<file path="src/rtl/mips_pkg.sv">
// Shared types for the MIPS fetch front-end: fetch FSM encoding, reset PC, FIFO entry.
package mips_pkg;

  localparam int unsigned XLEN = 32;

  localparam logic [XLEN-1:0] RESET_PC_DEFAULT = 32'h0000_0000;

  typedef enum logic [1:0] {
    FETCH_IDLE = 2'd0,
    FETCH_WAIT = 2'd1,
    FETCH_DROP = 2'd2
  } fetch_state_e;

  typedef struct packed {
    logic [XLEN-1:0] pc;
    logic [XLEN-1:0] instr;
  } fetch_entry_t;

  // Force a byte address onto a word boundary.
  function automatic logic [XLEN-1:0] word_align(input logic [XLEN-1:0] addr);
    return addr & ~XLEN'(3);
  endfunction

endpackage

</file>
<file path="src/rtl/fetch_fifo.sv">
// Synchronous FIFO of fetched {pc, instr} entries; flush beats push and pop.
// The head is held in its own register so it keeps the last value when empty.
module fetch_fifo
  import mips_pkg::*;
#(
  parameter int unsigned DEPTH = 4
) (
  input  logic                     clk,
  input  logic                     rst_n,
  input  logic                     push_i,
  input  fetch_entry_t             push_data_i,
  input  logic                     pop_i,
  input  logic                     flush_i,
  output logic [$clog2(DEPTH):0]   count_o,
  output logic                     head_valid_o,
  output fetch_entry_t             head_o
);

  localparam int unsigned AW = $clog2(DEPTH);
  localparam int unsigned CW = AW + 1;

  fetch_entry_t  mem_q [DEPTH];
  logic [AW-1:0] rd_ptr_q, rd_ptr_d, wr_ptr_q, wr_ptr_d, rd_ptr_nxt;
  logic [CW-1:0] count_q, count_d;
  fetch_entry_t  head_q, head_d;
  logic          valid_q, valid_d;
  logic          do_push, do_pop;

  // Pointer, occupancy and head-register next-state.
  always_comb begin
    rd_ptr_d   = rd_ptr_q;
    wr_ptr_d   = wr_ptr_q;
    count_d    = count_q;
    head_d     = head_q;
    rd_ptr_nxt = rd_ptr_q + AW'(1);
    do_pop     = pop_i && valid_q && !flush_i;
    do_push    = push_i && !flush_i && ((count_q != CW'(DEPTH)) || do_pop);

    if (flush_i) begin
      rd_ptr_d = '0;
      wr_ptr_d = '0;
      count_d  = '0;
    end else begin
      if (do_push) wr_ptr_d = wr_ptr_q + AW'(1);
      if (do_pop)  rd_ptr_d = rd_ptr_nxt;
      count_d = count_q + CW'(do_push) - CW'(do_pop);
      if (do_pop) begin
        if (count_q > CW'(1)) begin
          head_d = mem_q[rd_ptr_nxt];
        end else if (do_push) begin
          head_d = push_data_i;
        end
      end else if (!valid_q && do_push) begin
        head_d = push_data_i;
      end
    end
    valid_d = (count_d != '0);
  end

  // Control registers.
  always_ff @(posedge clk or negedge rst_n) begin
    if (!rst_n) begin
      rd_ptr_q <= '0;
      wr_ptr_q <= '0;
      count_q  <= '0;
      valid_q  <= 1'b0;
      head_q   <= '0;
    end else begin
      rd_ptr_q <= rd_ptr_d;
      wr_ptr_q <= wr_ptr_d;
      count_q  <= count_d;
      valid_q  <= valid_d;
      head_q   <= head_d;
    end
  end

  // Entry storage; contents are only meaningful between the pointers.
  always_ff @(posedge clk) begin
    if (do_push) mem_q[wr_ptr_q] <= push_data_i;
  end

  assign count_o      = count_q;
  assign head_valid_o = valid_q;
  assign head_o       = head_q;

endmodule

</file>
<file path="src/rtl/fetch_queue.sv">
// Instruction fetch front-end: owns the fetch PC, issues one outstanding word read
// at a time, buffers responses in fetch_fifo and handles redirects.
module fetch_queue
  import mips_pkg::*;
#(
  parameter int unsigned DEPTH    = 4,
  parameter logic [31:0] RESET_PC = RESET_PC_DEFAULT
) (
  input  logic                     clk,
  input  logic                     rst_n,
  output logic                     imem_req,
  output logic [31:0]              imem_addr,
  input  logic                     imem_gnt,
  input  logic                     imem_rvalid,
  input  logic [31:0]              imem_rdata,
  output logic                     inst_valid,
  output logic [31:0]              inst_data,
  output logic [31:0]              inst_pc,
  input  logic                     inst_ready,
  input  logic                     redirect_valid,
  input  logic [31:0]              redirect_pc,
  output logic [$clog2(DEPTH):0]   fifo_count
);

  localparam int unsigned CW = $clog2(DEPTH) + 1;
  localparam int unsigned NW = CW + 1;

  fetch_state_e  state_q, state_d;
  logic [31:0]   fetch_pc_q, fetch_pc_d;
  logic [31:0]   entry_pc_q, entry_pc_d;
  logic          push_c, pop_c, req_c, grant_c;
  logic [NW-1:0] next_count_c;
  logic          fifo_valid;
  logic [CW-1:0] fifo_cnt;
  fetch_entry_t  fifo_head;
  fetch_entry_t  push_entry;

  // Push/pop qualifiers and the occupancy the FIFO will have after this edge.
  always_comb begin
    push_c       = (state_q == FETCH_WAIT) && imem_rvalid && !redirect_valid;
    pop_c        = fifo_valid && inst_ready;
    next_count_c = NW'(fifo_cnt) + NW'(push_c) - NW'(pop_c);
  end

  // Fetch FSM next-state, fetch PC and request generation.
  always_comb begin
    state_d    = state_q;
    fetch_pc_d = fetch_pc_q;
    entry_pc_d = entry_pc_q;
    req_c      = 1'b0;
    grant_c    = 1'b0;

    if (rst_n && !redirect_valid && (next_count_c < NW'(DEPTH))) begin
      req_c = (state_q == FETCH_IDLE) || ((state_q == FETCH_WAIT) && imem_rvalid);
    end
    grant_c = req_c && imem_gnt;

    if (redirect_valid) begin
      fetch_pc_d = word_align(redirect_pc);
      case (state_q)
        FETCH_IDLE: state_d = FETCH_IDLE;
        // A response arriving with the redirect is the one being dropped, so
        // there is nothing left to wait for.
        FETCH_WAIT: state_d = imem_rvalid ? FETCH_IDLE : FETCH_DROP;
        FETCH_DROP: state_d = imem_rvalid ? FETCH_IDLE : FETCH_DROP;
        default:    state_d = FETCH_IDLE;
      endcase
    end else begin
      if (grant_c) begin
        entry_pc_d = fetch_pc_q;
        fetch_pc_d = fetch_pc_q + 32'd4;
      end
      case (state_q)
        FETCH_IDLE: if (grant_c) state_d = FETCH_WAIT;
        FETCH_WAIT: if (imem_rvalid) state_d = grant_c ? FETCH_WAIT : FETCH_IDLE;
        FETCH_DROP: if (imem_rvalid) state_d = FETCH_IDLE;
        default:    state_d = FETCH_IDLE;
      endcase
    end
  end

  // FSM state, fetch PC and PC of the outstanding request.
  always_ff @(posedge clk or negedge rst_n) begin
    if (!rst_n) begin
      state_q    <= FETCH_IDLE;
      fetch_pc_q <= word_align(RESET_PC);
      entry_pc_q <= '0;
    end else begin
      state_q    <= state_d;
      fetch_pc_q <= fetch_pc_d;
      entry_pc_q <= entry_pc_d;
    end
  end

  assign push_entry = '{pc: entry_pc_q, instr: imem_rdata};

  fetch_fifo #(
    .DEPTH (DEPTH)
  ) u_fifo (
    .clk          (clk),
    .rst_n        (rst_n),
    .push_i       (push_c),
    .push_data_i  (push_entry),
    .pop_i        (pop_c),
    .flush_i      (redirect_valid),
    .count_o      (fifo_cnt),
    .head_valid_o (fifo_valid),
    .head_o       (fifo_head)
  );

  assign imem_req   = req_c;
  assign imem_addr  = fetch_pc_q;
  assign inst_valid = fifo_valid;
  assign inst_data  = fifo_head.instr;
  assign inst_pc    = fifo_head.pc;
  assign fifo_count = fifo_cnt;

endmodule

</file>
<file path="config.mk">
export PLATFORM = sky130hd
export DESIGN_NAME = fetch_queue
export DESIGN_NICKNAME = d
export VERILOG_FILES = /design/src/rtl/mips_pkg.sv /design/src/rtl/fetch_fifo.sv /design/src/rtl/fetch_queue.sv
export SDC_FILE = /design/constraint.sdc
export NUM_CORES = 1
export LEC_CHECK = 0
export ABC_AREA = 1
export BUFFER_PORTS_ARGS = -buffer_cell sky130_fd_sc_hd__clkbuf_2
export CORE_MARGIN = 8
export CORE_UTILIZATION = 40
export DETAILED_ROUTE_END_ITERATION = 6
export GPL_TIMING_DRIVEN = 0
export PLACE_DENSITY = 0.57
export SLEW_MARGIN = 20
export SYNTH_ARGS = -nofsm -noshare
export SYNTH_HDL_FRONTEND = slang
export SYNTH_SLANG_ARGS = --single-unit
</file>
<file path="constraint.sdc">
create_clock -name clk -period 5.7 [get_ports clk]
set_clock_uncertainty 0.15 [all_clocks]
set_input_delay 1.425 -clock clk [delete_from_list [all_inputs] [get_ports clk]]
set_output_delay 1.425 -clock clk [all_outputs]
set_load 0.05 [all_outputs]
</file>
# ---- Word-level counts from Yosys, hierarchy flattened
# Memories as Yosys holds them, arrays and structs flattened.
# Cells that the tools add are included.
dict set report op_classes {
  addsub 7
  multipliers 0
  n_div 0
  n_lt_le_gt_ge 2
  n_eq_ne 7
  shift 0
  n_mux 22
  bitwise 1
  n_reduce_logical 25
}
# cell n
set ops {}
lappend ops {{$mux 64} 4}
lappend ops {{$mux 32} 2}
lappend ops {{$add 32x3->32 const B} 1}
lappend ops {{$mux 2} 10}
lappend ops {{$ne 3x3->1 const B} 4}
lappend ops {{$logic_and 1x1->1} 11}
lappend ops {{$reduce_bool 2->1} 4}
lappend ops {{$pmux 2 s3} 1}
lappend ops {{$reduce_and 3->1} 2}
lappend ops {{$add 2x1->2 const B} 2}
lappend ops {{$add 3x1->4} 1}
lappend ops {{$lt 4x3->1 const B} 1}
lappend ops {{$mux 1} 4}
lappend ops {{$sub 4x1->4} 1}
lappend ops {{$add 3x1->3} 1}
lappend ops {{$gt 3x1->1 const B} 1}
lappend ops {{$mux 3} 1}
lappend ops {{$ne 3x2->1 const B} 1}
lappend ops {{$reduce_bool 3->1} 1}
lappend ops {{$sub 3x1->3} 1}
lappend ops {{$eq 2x1->1 const B} 1}
lappend ops {{$eq 2x2->1 const B} 1}
lappend ops {{$logic_not 1->1} 2}
lappend ops {{$logic_not 2->1} 1}
lappend ops {{other kinds (4)} 5}
dict set report totals {
  register_bits 138
  latch_bits 0
  ram_bits 256
  rom_bits 0
  input_bits 70
  out_inout_bits 101
  elab_cells 74
  mem_count 1
}
# name depth word_bits rd rd_clocked_by_memory_dff write_ports line
set mem_list {}
lappend mem_list {u_fifo.mem_q 4 64 1 0 1 fetch_fifo.sv:22} ;# fetch_entry_t mem_q [DEPTH];

# ---- Logic depth before layout (Yosys ltp)
dict set report logic_depth {
  depth_word 13
  depth_mapped 16
  depth_no_buf 15
}

# ---- By module
# Synthesis repeated with hierarchy kept, for this count alone.
dict set report hier_totals {
  hier_cells 1981
  area_unflattened_um2 17848.4
}
# mod instances cells_each area_each_um2 seq_area_each_um2
set modules_own_cells {}
lappend modules_own_cells {fetch_fifo 1 1428 14157.3 9489.1}
lappend modules_own_cells {fetch_queue 1 553 3691.0 1551.5}

# ---- Least setup slack after synthesis
# Ideal clock, no wire load.
dict set report synth_timing {
  kind {input -> register}
  from {input port redirect_valid}
  to {memory u_fifo.mem_q[0][0] in the netlist's numbering (enable)}
  setup_ps 482
  arrival_time_ps 4429
  required_time_ps 5068
  setup_slack_ps 638
  cell_stages 4
  n_path_buf 1
  path_cell_list {buf_6 -> nor2_2 -> nand2_2 -> nor2_1}
}
dict set report synth_via {
  elab_chain_cells 6
  elab_cells_between_ends 8
  classes_between {mux: 2; reduce/logical: 6}
}
# element line
set synth_rtl {}
lappend synth_rtl {{start: declaration} fetch_queue.sv:20} ;# input logic redirect_valid,
lappend synth_rtl {{$logic_not 1->1 (*)} {fetch_fifo.sv:36, fetch_fifo.sv:37, fetch_queue.sv:40}}
lappend synth_rtl {{$logic_and 1x1->1 (on tied branches)} {fetch_queue.sv:40, fetch_fifo.sv:36}}
lappend synth_rtl {{$logic_and 1x1->1 / $logic_or 1x1->1 (equally long branches)} fetch_fifo.sv:37} ;# do_push = push_i && !flush_i && ((count_q != CW'(DEPTH)) || do_pop);
lappend synth_rtl {{$logic_and 1x1->1 (*)} fetch_fifo.sv:37}
lappend synth_rtl {{$mux 1 (*)} fetch_fifo.sv:79} ;# if (do_push) mem_q[wr_ptr_q] <= push_data_i;
lappend synth_rtl {{$mux 1 (not written as such) (*)} fetch_fifo.sv:79}
lappend synth_rtl {{end: declaration} fetch_fifo.sv:22}
# Mark *: on every way between the ends. The rest lies on a longest branch, timed or not.

# ---- Worst setup path after layout
dict set report layout_timing {
  from {input port inst_ready}
  to {output port imem_req}
}
dict set report layout_via {
  elab_chain_cells 5
}
# element line
set layout_rtl {}
lappend layout_rtl {{start: declaration} fetch_queue.sv:19} ;# input logic inst_ready,
lappend layout_rtl {{$logic_and 1x1->1} fetch_queue.sv:41} ;# pop_c = fifo_valid && inst_ready;
lappend layout_rtl {{$sub 4x1->4} fetch_queue.sv:42} ;# next_count_c = NW'(fifo_cnt) + NW'(push_c) - NW'(pop_c);
lappend layout_rtl {{$lt 4x3->1} fetch_queue.sv:53} ;# if (rst_n && !redirect_valid && (next_count_c < NW'(DEPTH))) begin
lappend layout_rtl {{$logic_and 1x1->1} fetch_queue.sv:53}
lappend layout_rtl {{$mux 1} fetch_queue.sv:53}
lappend layout_rtl {{end: declaration} fetch_queue.sv:11} ;# output logic imem_req,
# No other way between the ends.

==> impl_metrics.env <==
export IMPL_status="complete, no violations"
export IMPL_post_cts_setup_buffers=0
export IMPL_rows=74
export IMPL_drt_total_wl_um=44200
export IMPL_grt_setup_unrepaired="false"
export IMPL_nets=1899
export IMPL_synth_xor_area_share=0.00481
export IMPL_grt_ovfl_total=0
export IMPL_clk_latency_ns=0.56
export IMPL_irDropWorstVdd_uv=214
export IMPL_slew_headroom=0.371
export IMPL_synthArstFlopShare=0.347
export IMPL_io_pin_count=171
export IMPL_postLayoutCoreUtil=0.481
export IMPL_grt_usage=0.187
export IMPL_hold_violations=0
export IMPL_seqCellArea_sq_mm=0.0108
export IMPL_yosys_area_share_simple=0.214
export IMPL_period_share=0.805
export IMPL_clock_sinks=380
export IMPL_syn_area_per_cell_sq_um=10.3
export IMPL_synth_top_cells_by_area="edfxtp_1, dfrtp_1, nand2_1, o21ai_0, o211ai_1"
export IMPL_p_per_area_mw_per_mm2=441
export IMPL_power_leakage_nw=8.33
export IMPL_vias_per_cell=5.01
export IMPL_design_area_sq_mm=0.0196
export IMPL_synth_common_cells="nand2_1, edfxtp_1, dfrtp_1, o21ai_0, nor2_1"
export IMPL_fin_crit_ns=4.59
export IMPL_worstHoldPathType="flop to flop"
export IMPL_ys_ff_latch=380
export IMPL_timing_fmax_mhz=218
export IMPL_core_area_sq_mm=0.0406
export IMPL_holdPathStages=2
export IMPL_drt_iter0_drc=746
export IMPL_drc=0
export IMPL_root_buffer="clkbuf_16"
export IMPL_cts_resized=0
export IMPL_drv_slew=0
export IMPL_synth_most_common_cell="nand2_1"
export IMPL_num_vias=11919
export IMPL_clk_transition_reported_paths_ns=0.06
export IMPL_syn_inst=1590
export IMPL_tightestPinTransition_ns=0.940
export IMPL_synth_adder_area_share=0.0127
export IMPL_synth_compound_area_frac=0.0668
export IMPL_synth_warning_count=0
export IMPL_critPathArrivalTime_ns=3.01
export IMPL_synth_top_family_by_area="simple AND/OR/NAND/NOR gates"
export IMPL_fp_dieArea_sq_mm=0.0477
export IMPL_hold_start="u_fifo.head_o[28]$_DFFE_PN0P_"
export IMPL_grt_pass1_wl_um=69800
export IMPL_final_layout_size_suffix_gt1_frac=0.177
export IMPL_cts_tree="yes"
export IMPL_start_kind="input port"
export IMPL_multiInputGateArea_sq_mm=0.00494
export IMPL_synth_cell_types=36
export IMPL_worst_setup_path_end_kind="primary output"
export IMPL_routedWlPerCell_um=18.6
export IMPL_place_area_sq_mm=0.0182
export IMPL_r2r_start="state_q[1]$_DFFE_PN0P_"
export IMPL_drtPass1Iterations=5
export IMPL_clockBufferDepth=3
export IMPL_fillers=3770
export IMPL_seq_area_frac_synth=0.657
export IMPL_cp_max_fo=4
export IMPL_port_buffers=163
export IMPL_setup_viol=0
export IMPL_synth_top_area_share=0.455
export IMPL_hold_end="u_fifo.head_o[28]$_DFFE_PN0P_"
export IMPL_htreeDepth=2
export IMPL_start_util=0.403
export IMPL_hpwlAfterDp_um=30700
export IMPL_yosysTopAreaCell="edfxtp_1"
export IMPL_antenna_cells=0
export IMPL_synth_ff_type="edfxtp_1"
export IMPL_grt_max_degree=78
export IMPL_grt_pass1_vias=12297
export IMPL_rrSetupSlack_ns=2.89
export IMPL_rr_worst_depth=10
export IMPL_drv_cap=0
export IMPL_antenna_found_initial=0
export IMPL_finalPower_mw=8.62
export IMPL_area_delta_synth_final_pct=19.4
export IMPL_die_h_um=218
export IMPL_synthMuxAreaShare=0
export IMPL_drtAntennaViolNets=0
export IMPL_die_w_um=218
export IMPL_reg2reg_to="u_fifo.mem_q[1][2]$_DFFE_PP_"
export IMPL_finalSetupTns_ns=0
export IMPL_gp_congestion=0.966
export IMPL_cts_buffers=42
export IMPL_path_class="input port to primary output"
export IMPL_worstPathRequired_ns=4.12
export IMPL_synth_edf_count=248
export IMPL_hold_buffers=0
export IMPL_synth_area_sq_mm=0.0164
==> worst max-delay path by stage <==
stage | startpoint | endpoint | slack, ns | depth (start not counted)
6_report | inst_ready | imem_req | 1.11 | 13
5_1_grt | inst_ready | imem_req | 0.92 | 13
4_1_cts | inst_ready | imem_req | 1.10 | 13
3_5_place_dp | inst_ready | imem_req | 1.11 | 13
3_3_place_gp | imem_rvalid | u_fifo.mem_q[1][7]$_DFFE_PP_ | -1.76 | 5
2_1_floorplan | redirect_valid | u_fifo.mem_q[0][0]$_DFFE_PP_ | 0.64 | 4
==> final cells by class <==
class,instances,area share
flip-flops and latches,380,0.550
multi-input cells,1063,0.252
clock buffers,66,0.0620
repair buffers,176,0.0589
well taps,532,0.0340
plain buffers,78,0.0231
inverters,72,0.0142
clock inverters,11,0.00576
==> kinds of logic after synthesis <==
logic type / after synthesis
buf+inv: 150
compound gates: 170
flops: 380
xor+xnor: 9
fa+ha+maj: 16
other cells: 1
simple gates: 864
==> metal layers <==
layer | share of wire | track usage | wire (um) | up-vias
met3 | 0.056 | 0.0341 | 2500 | 68
met5 | 0 | 0 | 0 | -
met2 | 0.47 | 0.308 | 20600 | 316
li1 | - | - | - | 5794
met1 | 0.45 | 0.250 | 20100 | 5741
met4 | 0.023 | 0.0575 | 1030 | 0
==> power breakdown <==
part           total (mW)  internal (mW)  switching (mW)  leakage, nW
combinational        2.16          0.508            1.65         3.74
sequential           3.83           3.43           0.396         3.95
clock                2.64           1.55            1.08        0.641
==> critical path, stage by stage <==
cell	delay, ns
clkbuf_2	0.10
nand2_2	0.10
clkinv_2	0.07
ha_1	0.14
inv_1	0.04
ha_1	0.26
inv_1	0.03
nor2_1	0.12
nand2_1	0.11
nand2_1	0.07
nand2_1	0.05
nor2_1	0.18
clkbuf_2	0.32
==> placed cells by master, fill, tap and decap left out, drive strengths merged, types with 15 or more instances in the layout <==
cell type / count
nand2: 674
clkbuf: 258
edfxtp: 248
dfrtp: 132
o21ai: 111
nor2: 71
inv: 69
nand3: 64
buf: 62
o211ai: 53
nand4: 44
ha: 15
==> state kept, by name (all words and copies together), names as in the netlist <==
| register | cells |
|---|---|
| entry_pc_q | 30 |
| imem_addr | 30 |
| state_q | 2 |
| u_fifo.count_o | 3 |
| u_fifo.head_o | 62 |
| u_fifo.head_valid_o | 1 |
| u_fifo.mem_q | 248 |
| u_fifo.rd_ptr_q | 2 |
| u_fifo.wr_ptr_q | 2 |
==> metrics by stage <==
stage | hold WS (ns) | std cells | setup WS (ns)
after detailed placement | 0.316 | 2301 | 1.11
after CTS | 0.332 | 2378 | 1.10
after floorplan | 0.317 | 1593 | 0.638
final | 0.325 | 2378 | 1.11
after global routing | 0.341 | 2378 | 0.920
after global placement | 0.313 | 2288 | -1.76
Power figures use the tool's default switching activity.
